**src/rtl/superscalar_issue_queue_pkg.sv**
```systemverilog
// rtl/superscalar_issue_queue_pkg.sv - shared opcode constants, field positions and decode flag type
package superscalar_issue_queue_pkg;

    localparam logic [6:0] OP_R      = 7'b0110011;
    localparam logic [6:0] OP_IMM    = 7'b0010011;
    localparam logic [6:0] OP_LOAD   = 7'b0000011;
    localparam logic [6:0] OP_STORE  = 7'b0100011;
    localparam logic [6:0] OP_BRANCH = 7'b1100011;
    localparam logic [6:0] OP_JAL    = 7'b1101111;
    localparam logic [6:0] OP_JALR   = 7'b1100111;
    localparam logic [6:0] OP_LUI    = 7'b0110111;
    localparam logic [6:0] OP_AUIPC  = 7'b0010111;

    localparam int REG_W   = 5;
    localparam int RD_LSB  = 7;
    localparam int RS1_LSB = 15;
    localparam int RS2_LSB = 20;

    typedef struct packed {
        logic writes_rd;
        logic reads_rs1;
        logic reads_rs2;
        logic is_mem;
        logic is_ctrl;
    } dep_flags_t;

endpackage

```
**src/rtl/superscalar_issue_queue_issue_dep_check.sv**
```systemverilog
// rtl/superscalar_issue_queue_issue_dep_check.sv - per-instruction register/memory/control usage decode
module issue_dep_check
    import superscalar_issue_queue_pkg::*;
(
    input  logic [24:0]      instr,
    output dep_flags_t       flags,
    output logic [REG_W-1:0] rd,
    output logic [REG_W-1:0] rs1,
    output logic [REG_W-1:0] rs2
);

    logic [6:0] opcode;

    assign opcode = instr[6:0];
    assign rd     = instr[RD_LSB  +: REG_W];
    assign rs1    = instr[RS1_LSB +: REG_W];
    assign rs2    = instr[RS2_LSB +: REG_W];

    // Unknown opcodes fall through with every flag clear.
    always_comb begin
        flags           = '0;
        flags.writes_rd = opcode inside {OP_R, OP_IMM, OP_LOAD, OP_JALR, OP_JAL, OP_LUI, OP_AUIPC};
        flags.reads_rs1 = opcode inside {OP_R, OP_IMM, OP_LOAD, OP_STORE, OP_BRANCH, OP_JALR};
        flags.reads_rs2 = opcode inside {OP_R, OP_STORE, OP_BRANCH};
        flags.is_mem    = opcode inside {OP_LOAD, OP_STORE};
        flags.is_ctrl   = opcode inside {OP_BRANCH, OP_JAL, OP_JALR};
    end

endmodule

```
**src/rtl/superscalar_issue_queue.sv**
```systemverilog
// rtl/superscalar_issue_queue.sv - in-order fetch buffer issuing up to LANES hazard-free instructions per cycle
module superscalar_issue_queue
    import superscalar_issue_queue_pkg::*;
#(
    parameter int LANES = 2,
    parameter int DEPTH = 8,
    parameter int XLEN  = 32
) (
    input  logic                       clk,
    input  logic                       reset,
    input  logic                       fetch_valid,
    input  logic [$clog2(LANES+1)-1:0] fetch_count,
    input  logic [LANES*XLEN-1:0]      fetch_instr,
    input  logic [LANES*XLEN-1:0]      fetch_pc,
    output logic                       fetch_ready,
    output logic [LANES-1:0]           issue_valid,
    output logic [LANES*XLEN-1:0]      issue_instr,
    output logic [LANES*XLEN-1:0]      issue_pc,
    input  logic                       issue_stall,
    input  logic                       flush,
    output logic [$clog2(DEPTH+1)-1:0] occupancy
);

    localparam int PW = $clog2(DEPTH);
    localparam int CW = $clog2(DEPTH+1);
    localparam int FW = $clog2(LANES+1);

    logic [XLEN-1:0] mem_instr [DEPTH];
    logic [XLEN-1:0] mem_pc    [DEPTH];
    logic [PW-1:0]   head;
    logic [PW-1:0]   tail;
    logic [CW-1:0]   count;
    logic [CW-1:0]   deq_n;
    logic            enq;
    logic            deq;
    logic            grp_ok;

    dep_flags_t       flags [LANES];
    logic [REG_W-1:0] rd_f  [LANES];
    logic [REG_W-1:0] rs1_f [LANES];
    logic [REG_W-1:0] rs2_f [LANES];

    // Ready reserves a whole group of slots so a same-cycle dequeue never has to be trusted.
    assign fetch_ready = (count <= CW'(DEPTH - LANES));
    assign occupancy   = count;
    assign enq         = fetch_valid & fetch_ready & ~flush;
    assign deq         = ~issue_stall & ~flush;

    for (genvar k = 0; k < LANES; k++) begin : g_lane
        logic [PW-1:0] idx;
        assign idx = head + PW'(k);
        assign issue_instr[k*XLEN +: XLEN] = mem_instr[idx];
        assign issue_pc[k*XLEN +: XLEN]    = mem_pc[idx];

        issue_dep_check u_dep (
            .instr (mem_instr[idx][24:0]),
            .flags (flags[k]),
            .rd    (rd_f[k]),
            .rs1   (rs1_f[k]),
            .rs2   (rs2_f[k])
        );
    end

    // Lane k joins the group only if every earlier lane joined and none of them conflicts with it.
    always_comb begin
        issue_valid    = '0;
        grp_ok         = 1'b0;
        issue_valid[0] = (count != '0);
        for (int k = 1; k < LANES; k++) begin
            grp_ok = issue_valid[k-1] && (count > CW'(k));
            for (int j = 0; j < k; j++) begin
                if (flags[j].is_ctrl)
                    grp_ok = 1'b0;
                if (flags[j].is_mem && flags[k].is_mem)
                    grp_ok = 1'b0;
                if (flags[j].writes_rd && (rd_f[j] != '0) &&
                    ((flags[k].reads_rs1 && (rs1_f[k] == rd_f[j])) ||
                     (flags[k].reads_rs2 && (rs2_f[k] == rd_f[j])) ||
                     (flags[k].writes_rd && (rd_f[k]  == rd_f[j]))))
                    grp_ok = 1'b0;
            end
            issue_valid[k] = grp_ok;
        end
    end

    always_comb begin
        deq_n = '0;
        for (int k = 0; k < LANES; k++)
            deq_n = deq_n + CW'(issue_valid[k]);
    end

    always_ff @(posedge clk) begin
        for (int k = 0; k < LANES; k++) begin
            if (enq && (FW'(k) < fetch_count)) begin
                mem_instr[tail + PW'(k)] <= fetch_instr[k*XLEN +: XLEN];
                mem_pc[tail + PW'(k)]    <= fetch_pc[k*XLEN +: XLEN];
            end
        end
    end

    always_ff @(posedge clk or negedge reset) begin
        if (!reset) begin
            head  <= '0;
            tail  <= '0;
            count <= '0;
        end else if (flush) begin
            head  <= '0;
            tail  <= '0;
            count <= '0;
        end else begin
            if (enq)
                tail <= tail + PW'(fetch_count);
            if (deq)
                head <= head + PW'(deq_n);
            count <= count + (enq ? CW'(fetch_count) : '0) - (deq ? deq_n : '0);
        end
    end

endmodule

```
**config.mk**
```make
export PLATFORM = sky130hd
export DESIGN_NAME = superscalar_issue_queue
export DESIGN_NICKNAME = d
export VERILOG_FILES = /design/src/rtl/superscalar_issue_queue_pkg.sv /design/src/rtl/superscalar_issue_queue_issue_dep_check.sv /design/src/rtl/superscalar_issue_queue.sv
export SDC_FILE = /design/constraint.sdc
export NUM_CORES = 1
export LEC_CHECK = 0
export BUFFER_PORTS_ARGS = -buffer_cell sky130_fd_sc_hd__clkbuf_2
export CAP_MARGIN = 0
export CORE_MARGIN = 10
export CORE_UTILIZATION = 49
export DETAILED_ROUTE_END_ITERATION = 10
export GPL_TIMING_DRIVEN = 0
export PLACE_DENSITY_LB_ADDON = 0.05
export RECOVER_POWER = 25
export SETUP_SLACK_MARGIN = 0.05
export SYNTH_ARGS = -nofsm -noshare
export SYNTH_HDL_FRONTEND = slang
export SYNTH_HIERARCHICAL = 1
export SYNTH_SLANG_ARGS = --single-unit
```
**constraint.sdc**
```tcl
create_clock -name clk -period 19.8 [get_ports clk]
set_input_delay 1.98 -clock clk [delete_from_list [all_inputs] [get_ports clk]]
set_output_delay 1.98 -clock clk [all_outputs]
set_load 0.005 [all_outputs]
```
* Word-level counts from Yosys, hierarchy flattened *
Memories as Yosys holds them, arrays and structs flattened.
Index checks and enable logic that the tools add are counted.

word-level totals
  register bits = 10
  bits in writable memories = 512
  bits of input ports = 135
  output and inout port bits = 135
  logic and storage cells = 78
  memories kept = 2

cells by class
  $add $sub $neg = 7
  order comparisons = 4
  equality and inequality tests = 21
  mux-type cells = 14
  bitwise operators = 5
  reduce and logical (&&, ||, !) cells = 22

memory list
  memory     depth  bits a word  read ports  clocked after Yosys merged registers in  write ports  line                           RTL
  mem_instr  8      32           2           0                                        2            superscalar_issue_queue.sv:28  logic [XLEN-1:0] mem_instr [DEPTH];
  mem_pc     8      32           2           0                                        2            superscalar_issue_queue.sv:29  logic [XLEN-1:0] mem_pc [DEPTH];

operator list
  operator               number
  $eq A7 B6 Y1 const B   6
  $eq A7 B7 Y1 const B   6
  $eq A7 B5 Y1 const B   4
  $eq A5 B5 Y1           3
  $eq A7 B2 Y1 const B   2
  $reduce_bool A7 Y1     2
  $mux W3                4
  $logic_and A1 B1 Y1    9
  $reduce_bool A2 Y1     4
  $mux W1                7
  $add A3 B1 Y3 const B  2
  $add A3 B2 Y3          2
  $reduce_bool A3 Y1     2
  $reduce_bool A6 Y1     1
  $reduce_bool A5 Y1     1
  $add A4 B2 Y4          1
  $gt A4 B1 Y1 const B   1
  $le A4 B3 Y1 const B   1
  $lt A1 B2 Y1 const A   2
  $mux W2                2
  $mux W4                1
  $reduce_bool A4 Y1     1
  $sub A4 B2 Y4          1
  $and A1 B1 Y1          3
  3 further kinds        5

* Depth between registers and ports, before layout *
An unclocked memory read counts as a cell.

  depth in word-level cells = 13
  depth in mapped cells = 21
  depth with buffers taken out = 18

* Cells and area by module *
The synthesis kept the hierarchy.

modules (own cells, without submodules)
  module                   instances  cells each  area an instance (µm²)
  superscalar_issue_queue  1          1,657       30,591.8
  issue_dep_check          2          29          215.2

* Worst setup path after synthesis *
No wires, ideal clock.

  path type = input-to-reg
  start = input port flush
  end = memory mem_instr[0][0] (enable)
  setup time = 0.662 ns
  arrival time = 9.004 ns
  data required time = 19.138 ns
  slack = 10.135 ns
  stages = 3
  path buffers = 0
  cell sequence = nor4b_4 -> nand2b_1 -> o41ai_1

RTL lines
  item             line                           RTL
  start, declared  superscalar_issue_queue.sv:20  input logic flush,
  end, declared    superscalar_issue_queue.sv:28

==> impl_metrics.yaml <==
sta:
  setup_viol: 0
  finalHoldViolCount: 0
  timing.final.max_slew_violations: 0
  fin_skew_ps: 11.2
  post-route-min-period_ps: 7920
  tightest_slew_ps: 1320
  rsz0062_at_grt: "false"
  period_share_pct: 40.0
  finalSetupTns_ps: 0
  fmax_mhz: 126
  max_slew_margin_pct: 12.0
final_layout:
  n_fill_cell: 5075
  drive_gt1_share_pct: 61.9
  finalNonFillerCells: 2983
  nNetsFinal: 2231
  syn2layout_area_growth_pct: 15.5
route:
  routed_wl_um: 94600
  vias_per_cell: 6.24
  num_vias: 18612
  ant_nets: 0
  wire_per_inst_um: 31.7
  drc_errors: 0
  drtIter0Drc: 1924
  detail_route.first_pass.iterations: 7
clock_network:
  cts_tree: "built"
  clk_pin_slew_ps: 60
  cts_sinks: 522
  cts_root_buffer: "clkbuf_16"
  htree_levels: 2
  ctsResizeCount: 0
  cts_setup_buffers: 0
  clockBufferDepth: 3
  cts_made_buffers: 58
  cts_hold_buffers: 0
  clkLatencyLatePin_ps: 620
pwr:
  p_clk_share_pct: 27.3
  p_leak_nw: 12.3
  p_int_mw: 2.75
  switchingPower_mw: 1.33
  switching_share_pct: 32.6
  p_comb_share_pct: 41.0
  pwr-share-seq_pct: 31.8
  power.density_nw_per_um2: 114
  ir_drop_mv: 0.111
worst_setup_path:
  path_max_fanout: 10
  endpoint_kind: "primary output"
  slowest_stage: "a2111oi_0"
  arrival_ps: 5940
  crit_path_start_kind: "flop"
  path_buf_inv: 7
  cp_top_family: "buffers and inverters"
  worstPathRequired_ps: 17820
  critical-path-max-stage-delay_ps: 770
  rrSetupSlack_ps: 12890
  cp_cell_sequence: "clkbuf_1 -> buf_2 -> buf_2 -> clkbuf_1 -> mux4_2 -> mux2_2 -> buf_4 -> or4_1 -> o21ai_0 -> a31oi_1 -> a2111oi_0 -> buf_4 -> clkbuf_2"
  critPathKind: "flop to primary output"
die:
  die_x_um: 271
  start_util_pct: 49.3
  die_area_um2: 73500
  num_io_pins: 270
  fp.dieH_um: 271
  floorplan.rows: 92
  core_um2: 62700
global_route:
  grt_antenna_before_repair: 16
  grt_usage_pct: 25.4
  grt-ovfl-total: 0
  grt_pass1_wl_um: 138000
  grt_max_degree: 21
  grt_pass1_vias: 20038
synth:
  synth_cells: 1700
  synthesis.nets: 1850
  yosysWarnings: 6
  syn_area_um2: 30900
  avgSynthCellArea_um2: 18.2
min_path:
  worstHoldPathType: "flop to flop"
flow_run:
  maxCapViolCount: 0
placed_design:
  gp_congestion: 0.784
  port_buffers: 269
  place_hpwl_um: 64700
  place_inst: 2867
run_status:
  status: "finished, final reports clean"
==> worst register-to-register path, stage by stage (launching register included) <==
cell and delay, ps:
dfrtp_1 420, clkbuf_1 380, buf_2 430, buf_2 510, clkbuf_1 770, mux4_2 420
mux2_2 300, buf_4 170, or4_1 530, o21ai_0 160, a31oi_1 110, a2111oi_0 780
ha_1 340, nand2_1 90, fa_1 510, ha_1 300, a21o_1 190, a21oi_1 180
xnor2_1 140, nor2_1 60
==> power groups by stage <==
stage / Clock, mW / Combinational [mW] / Sequential, mW
6_report: 1.11 / 1.67 / 1.29
3_3_place_gp: 0 / 1.66 / 1.34
5_1_grt: 1.18 / 1.78 / 1.30
2_1_floorplan: 0 / 1.06 / 1.32
3_5_place_dp: 0 / 1.69 / 1.32
4_1_cts: 1.13 / 1.70 / 1.29
==> cell usage in the layout, fill, tap and decap left out, drive strengths merged, types with 3 or more instances in the layout <==
cell	instances
a21oi	3
and2	3
buf	131
bufinv	8
clkbuf	408
clkinv	29
clkinvlp	3
dfrtp	10
diode	7
edfxtp	512
fa	4
ha	11
inv	5
mux2	640
mux2i	3
mux4	256
nand2	12
nand3	9
nor2	17
nor2b	5
nor3	3
nor4	3
o21ai	6
or2	4
xnor2	7
xor2	15
==> final timing paths <==
path | startpoint | to | cells past startpoint
max | head[0] | issue_valid[1] | 13
min | tail[0] | tail[0] | 2
max reg2reg | head[0] | occupancy[3] | 19
min reg2reg | tail[0] | tail[0] | 2
max in group asynchronous | reset | occupancy[0] | 1
min in group asynchronous | reset | occupancy[1] | 1
==> metrics by stage <==
stage	hold slack [ps]	utilization [%]	power (mW)	area [um^2]	worst slack (ps)
3_3_place_gp	623	53.1	3.00	33300	1110
3_5_place_dp	673	54.4	3.01	34100	12490
4_1_cts	689	57.5	4.12	36100	11780
2_1_floorplan	581	-	2.38	30900	10130
6_report	691	56.9	4.08	35700	11880
5_1_grt	727	56.9	4.26	35700	11610
==> flip-flops by register name, indices dropped and copies added (netlist names) <==
signal and flops:
mem_instr 256, mem_pc 256, occupancy 4, head 3, tail 3
==> area by class of cell <==
type	instances	area, um^2	area share, %
Antenna cell	7	17.5	0.0491
Buffer	149	732	2.05
Clock buffer	69	1560	4.36
Clock inverter	40	388	1.09
Inverter	5	18.8	0.0526
Multi-Input combinational cell	1024	14200	39.8
Sequential cell	522	15600	43.8
Tap cell	846	1060	2.97
Timing Repair Buffer	321	2080	5.84
==> routing by layer <==
layer / vias up / wire (um) / global-route usage [%]
met3: 136 / 6550 / 4.98
met5: - / 149 / 0
li1: 7857 / - / -
met2: 722 / 46700 / 41.8
met1: 9877 / 39600 / 34.3
met4: 20 / 1640 / 5.89
Note: power is estimated with default switching activity, not from simulation.
